[src/rtl/ctrl_int16_pkg.sv]
// ctrl_int16_pkg: shared definitions for the ctrl_int16 interrupt controller.
//   NSRC    number of request lines
//   VW      width of a source index
//   state_e presentation FSM states (IDLE, REQ)
package ctrl_int16_pkg;
   localparam int unsigned NSRC = 16;
   localparam int unsigned VW   = 4;

   typedef enum logic {
      IDLE = 1'b0,
      REQ  = 1'b1
   } state_e;
endpackage

[src/rtl/prienc16_v.sv]
// prienc16_v: 16:4 priority encoder, highest set index wins. Pure combinational.
//   in_vec  in   16  candidate bits
//   idx     out  4   index of highest set bit (0 when none set)
//   valid   out  1   any bit of in_vec set
module prienc16_v
   import ctrl_int16_pkg::*;
(
   input  logic [NSRC-1:0] in_vec,
   output logic [VW-1:0]   idx,
   output logic            valid
);

   always_comb begin
      idx   = '0;
      valid = |in_vec;
      // Ascending scan: the last (highest) set bit overwrites lower ones.
      for (int unsigned i = 0; i < NSRC; i++) begin
         if (in_vec[i]) idx = VW'(i);
      end
   end

endmodule

[src/rtl/ctrl_int16.sv]
// ctrl_int16: sixteen-source priority interrupt controller (line 15 highest).
// Latches rising edges of irq_in, masks them, and presents the highest eligible
// source to the CPU with an irq / int_ack / eoi handshake.
// Optional feature: define CTRL_INT16_NESTING_EN to let a higher-priority source
// preempt one already in service (insvc may then hold several bits).
//   clk          in   1   rising-edge clock
//   rst_n        in   1   asynchronous active-low reset
//   irq_in       in   16  request lines (synchronous), rising edge = request
//   mask_we      in   1   load mask from mask_in
//   mask_in      in   16  new mask value (1 = masked)
//   int_ack      in   1   CPU accepts presented vector
//   eoi          in   1   end of interrupt for highest in-service source
//   irq          out  1   registered interrupt request
//   vector       out  4   registered presented source index
//   mask_out     out  16  mask register
//   pending_out  out  16  pending register
//   insvc_out    out  16  in-service register
module ctrl_int16
   import ctrl_int16_pkg::*;
#(
   parameter logic [NSRC-1:0] RESET_MASK = 16'hFFFF
) (
   input  logic            clk,
   input  logic            rst_n,
   input  logic [NSRC-1:0] irq_in,
   input  logic            mask_we,
   input  logic [NSRC-1:0] mask_in,
   input  logic            int_ack,
   input  logic            eoi,
   output logic            irq,
   output logic [VW-1:0]   vector,
   output logic [NSRC-1:0] mask_out,
   output logic [NSRC-1:0] pending_out,
   output logic [NSRC-1:0] insvc_out
);

   state_e          state_q, state_d;
   logic [NSRC-1:0] prev_q, prev_d;
   logic [NSRC-1:0] pending_q, pending_d;
   logic [NSRC-1:0] mask_q, mask_d;
   logic [NSRC-1:0] insvc_q, insvc_d;
   logic            irq_q, irq_d;
   logic [VW-1:0]   vector_q, vector_d;

   logic [NSRC-1:0] rise;
   logic [NSRC-1:0] eligible;
   logic [NSRC-1:0] ack_set;
   logic [NSRC-1:0] eoi_clr;
   logic [VW-1:0]   best;
   logic            any;
   logic            gate;

   assign eligible = pending_q & ~mask_q;

   prienc16_v u_enc_elig (
      .in_vec (eligible),
      .idx    (best),
      .valid  (any)
   );

`ifdef CTRL_INT16_NESTING_EN
   logic [VW-1:0] top_insvc;
   logic          insvc_any;

   prienc16_v u_enc_insvc (
      .in_vec (insvc_q),
      .idx    (top_insvc),
      .valid  (insvc_any)
   );

   assign gate    = any && (!insvc_any || (best > top_insvc));
   assign eoi_clr = (eoi && insvc_any) ? (NSRC'(1) << top_insvc) : '0;
`else
   assign gate    = any && (insvc_q == '0);
   // At most one insvc bit can be set here, so clearing all of insvc is the
   // same as clearing its highest set bit.
   assign eoi_clr = eoi ? insvc_q : '0;
`endif

   always_comb begin
      state_d  = state_q;
      irq_d    = irq_q;
      vector_d = vector_q;
      ack_set  = '0;
      rise     = irq_in & ~prev_q;

      unique case (state_q)
         IDLE: begin
            if (gate) begin
               state_d  = REQ;
               irq_d    = 1'b1;
               vector_d = best;
            end
         end
         REQ: begin
            if (int_ack) begin
               ack_set[vector_q] = 1'b1;
               irq_d             = 1'b0;
               state_d           = IDLE;
            end else if (!gate) begin
               irq_d   = 1'b0;
               state_d = IDLE;
            end else begin
               vector_d = best;
            end
         end
         default: state_d = IDLE;
      endcase

      // A new edge wins over an ack clearing the same bit; eoi acts on the
      // pre-ack insvc so an acked bit always ends set.
      pending_d = (pending_q & ~ack_set) | rise;
      insvc_d   = (insvc_q & ~eoi_clr) | ack_set;
      mask_d    = mask_we ? mask_in : mask_q;
      prev_d    = irq_in;
   end

   always_ff @(posedge clk or negedge rst_n) begin
      if (!rst_n) begin
         state_q   <= IDLE;
         prev_q    <= '0;
         pending_q <= '0;
         mask_q    <= RESET_MASK;
         insvc_q   <= '0;
         irq_q     <= 1'b0;
         vector_q  <= '0;
      end else begin
         state_q   <= state_d;
         prev_q    <= prev_d;
         pending_q <= pending_d;
         mask_q    <= mask_d;
         insvc_q   <= insvc_d;
         irq_q     <= irq_d;
         vector_q  <= vector_d;
      end
   end

   assign irq         = irq_q;
   assign vector      = vector_q;
   assign mask_out    = mask_q;
   assign pending_out = pending_q;
   assign insvc_out   = insvc_q;

endmodule

[config.mk]
export PLATFORM = sky130hd
export DESIGN_NAME = ctrl_int16
export DESIGN_NICKNAME = d
export VERILOG_FILES = /design/src/rtl/ctrl_int16_pkg.sv /design/src/rtl/prienc16_v.sv /design/src/rtl/ctrl_int16.sv
export SDC_FILE = /design/constraint.sdc
export NUM_CORES = 1
export LEC_CHECK = 0
export ABC_CLOCK_PERIOD_IN_PS = 3150
export CORE_UTILIZATION = 49
export CTS_CLUSTER_DIAMETER = 30
export DETAILED_ROUTE_END_ITERATION = 6
export PLACE_DENSITY = 0.84
export SYNTH_ARGS = -nofsm -noshare
export SYNTH_HDL_FRONTEND = slang
export SYNTH_SLANG_ARGS = --single-unit
[constraint.sdc]
create_clock -name clk -period 3.15 [get_ports clk]
set_input_delay 0.63 -clock clk [delete_from_list [all_inputs] [get_ports clk]]
set_output_delay 0.63 -clock clk [all_outputs]
set_load 0.01 [all_outputs]
==> metrics.cfg <==
[outcome]
outcome = finished, final reports clean

[global_route]
grtUsageTotal_pct = 24.25
grt_pass1_wl_mm = 10.74
grt_remaining_overflow = 0
grt_pass1_vias = 2209
met1_usage_pct = 29.98
grt_use_met3_pct = 5.176
busiest_layer = met2
antenna_found_initial = 0
grt_max_degree = 29
use_met2_pct = 39.65

[synthesis]
synth_compound_area_share_pct = 10.78
synthAdderAreaFrac_pct = 0.4027
netlist_area_um2 = 2796
synth_top_area_share_pct = 48.32
syn_inst = 253
synth_top_area_cell = dfrtp_1
async_reset_ff_share_pct = 100.0
synthXorXnorAreaFrac_pct = 0
ys_seq_elements = 70
synth.net_count = 290
avgSynthCellArea_um2 = 11.05
yosysSeqAreaShare_pct = 63.36
ys.flop_type = dfrtp_1
synth-edff-count = 0
ys_warn_count = 0
synth_top_family_by_area = simple AND/OR/NAND/NOR gates
yosys.area_share.simple_pct = 13.29
synth_mux_area_share_pct = 6.667
synth_cell_types = 31
synthTopCellsByArea = dfrtp_1, dfstp_2, o21ai_0

[timing]
fmax_mhz = 458.6
rsz0062_at_grt = no
period_share_pct = 69.23
maxSlewHeadroom_pct = 41.19
setup_viol = 0
finalHoldViolCount = 0
drv_slew = 0
finalSetupTns_ps = 0
skew_ps = 6.575
min_period_ps = 2181
worst_pin_slew_ps = 879.5

[placement]
numPortBuffers = 89
globalplace.congestion = 0.8467
hpwlAfterDp_mm = 5.033
place_area_um2 = 3776

[final_layout]
syn_to_final_growth_pct = 41.52
drive_gt1_share_pct = 14.57
fin_nets = 389
antennaDiodeCount = 0
final_cell_area_um2 = 3958
fillCellCount = 381

[route]
dr.pass1.iters = 4
drc_errors = 0
drt_iter0_drc = 177
drt-vias-per-instance = 5.242
drt-total-wl_mm = 6.826
via_count = 2249
wl_per_cell_um = 15.91
final_antenna_net_count = 0

[setup_path]
required_ps = 3380
critPathKind = flip-flop to flip-flop
crit_path_end_kind = flip-flop
cp_slowest_stage_delay_ps = 550
cp_max_fo = 6
crit_path_top_delay_cell = dfstp_2
rr_worst_depth = 5
cp.arrival_ps = 2410
start_kind = flip-flop
crit_chain = nor2b_1 > or4_4 > a2111oi_4 > a21oi_2 > maj3_2

[flow_run]
max_cap_viol_count = 0

[floorplanning]
rows = 27
die_h_um = 77.55
die_x_um = 77.55
die_area_um2 = 6013
io_pins = 90
start_util_pct = 50.78
core_um2 = 5507

[pwr]
peakVddDrop_mv = 0.3385
power.density_nw_per_um2 = 611.9
leakage_nw = 1.731

[clock_network]
cts_buffers = 9
insertion_delay_ps = 340
cts_buffer_depth = 2
cts.sinks = 70
cts_root_buffer = clkbuf_8
cts_setup_buffers = 0
clk_pin_slew_ps = 70
cts_max_level = 3
holdBufCountCts = 0
tritoncts = done
cts-resized-gates = 0

[min_path]
hold_path.class = primary input to asynchronous set/reset pin

final cells by class:
class / instances / area, um^2 / area share [%]
flip-flops and latches: 70 / 1772 / 44.77
repair buffers: 91 / 900.9 / 22.76
multi-input cells: 142 / 870.8 / 22.00
clock buffers: 15 / 176.4 / 4.458
inverters: 38 / 142.6 / 3.604
well taps: 72 / 90.09 / 2.276
clock inverters: 1 / 5.005 / 0.1265
cell usage in the layout, fill, tap and decap left out, drive strengths merged, types with 8 or more instances in the layout:
cell / n
o21ai: 36
nor2b: 12
dfstp: 16
nand3: 8
dfrtp: 54
clkdlybuf4s50: 88
mux2: 15
clkbuf: 15
inv: 38
nand2: 34
per-layer routing:
metal | wire length (um) | vias up
li1 | - | 1035
met1 | 2890 | 1108
met2 | 3312 | 88
met3 | 444 | 18
met4 | 179 | 0
met5 | 0 | -
power by group:
group | switching [mW] | internal, mW | leakage, nW
Sequential | 0.103 | 1.02 | 0.782
Combinational | 0.291 | 0.340 | 0.855
Clock | 0.316 | 0.351 | 0.0937
Total | 0.709 | 1.71 | 1.73
cell usage after synthesis (all sizes together), types with 2 or more instances:
library cell and n:
clkbuf 3, nor3 2, inv 38, nor2 5, nand2b 5, nand2 34
dfstp 16, o21ai 36, mux2 15, nor4 5, dfrtp 54, nor2b 12
and3 2, a21oi 5, nand3 8
critical path, delay by kind of cell, from the launching register on:
| family | cells | cell delay (ps) |
|---|---|---|
| AOI/OAI and AO/OA | 2 | 570 |
| adders and majority gates | 1 | 320 |
| DFF | 1 | 550 |
| and+or+nand+nor | 2 | 620 |
final timing paths:
path	from	end	slack, ps
max	mask_out[5]$_DFFE_PN1P_	irq$_DFFE_PN0P_	970
min	rst_n	prev_q[10]$_DFF_PN0_	250
max reg2reg	mask_out[5]$_DFFE_PN1P_	irq$_DFFE_PN0P_	970
min reg2reg	prev_q[8]$_DFF_PN0_	pending_out[8]$_DFF_PN0_	420
max in group asynchronous	rst_n	mask_out[2]$_DFFE_PN1P_	2120
min in group clk	prev_q[8]$_DFF_PN0_	pending_out[8]$_DFF_PN0_	420
logic make-up after synthesis:
logic type	count (synthesis)
AND/OR/NAND/NOR	75
flip-flops	70
multiplexers	16
buffers and inverters	41
adder cells (fa/ha/maj)	1
AO/OA/AOI/OAI	50
flip-flops by register name, indices dropped and copies added, names as in the netlist:
signal / cells
mask_out: 16
pending_out: 16
irq: 1
prev_q: 16
insvc_out: 16
vector: 4
state_q: 1
stage by stage:
stage / hold WS (ps) / total power, mW / worst slack (ps) / instances / utilization, %
global route: 287.2 / 2.522 / 899.6 / 429 / 71.87
floorplan: 334.4 / 1.433 / 1038 / 253 / -
global placement: 403.6 / 1.741 / 1014 / 413 / 68.58
CTS: 255.4 / 2.429 / 966.5 / 429 / 71.87
detailed placement: 411.2 / 1.760 / 984.4 / 413 / 68.58
finish: 246.3 / 2.422 / 969.4 / 429 / 71.87
Power figures use the tool's default switching activity.
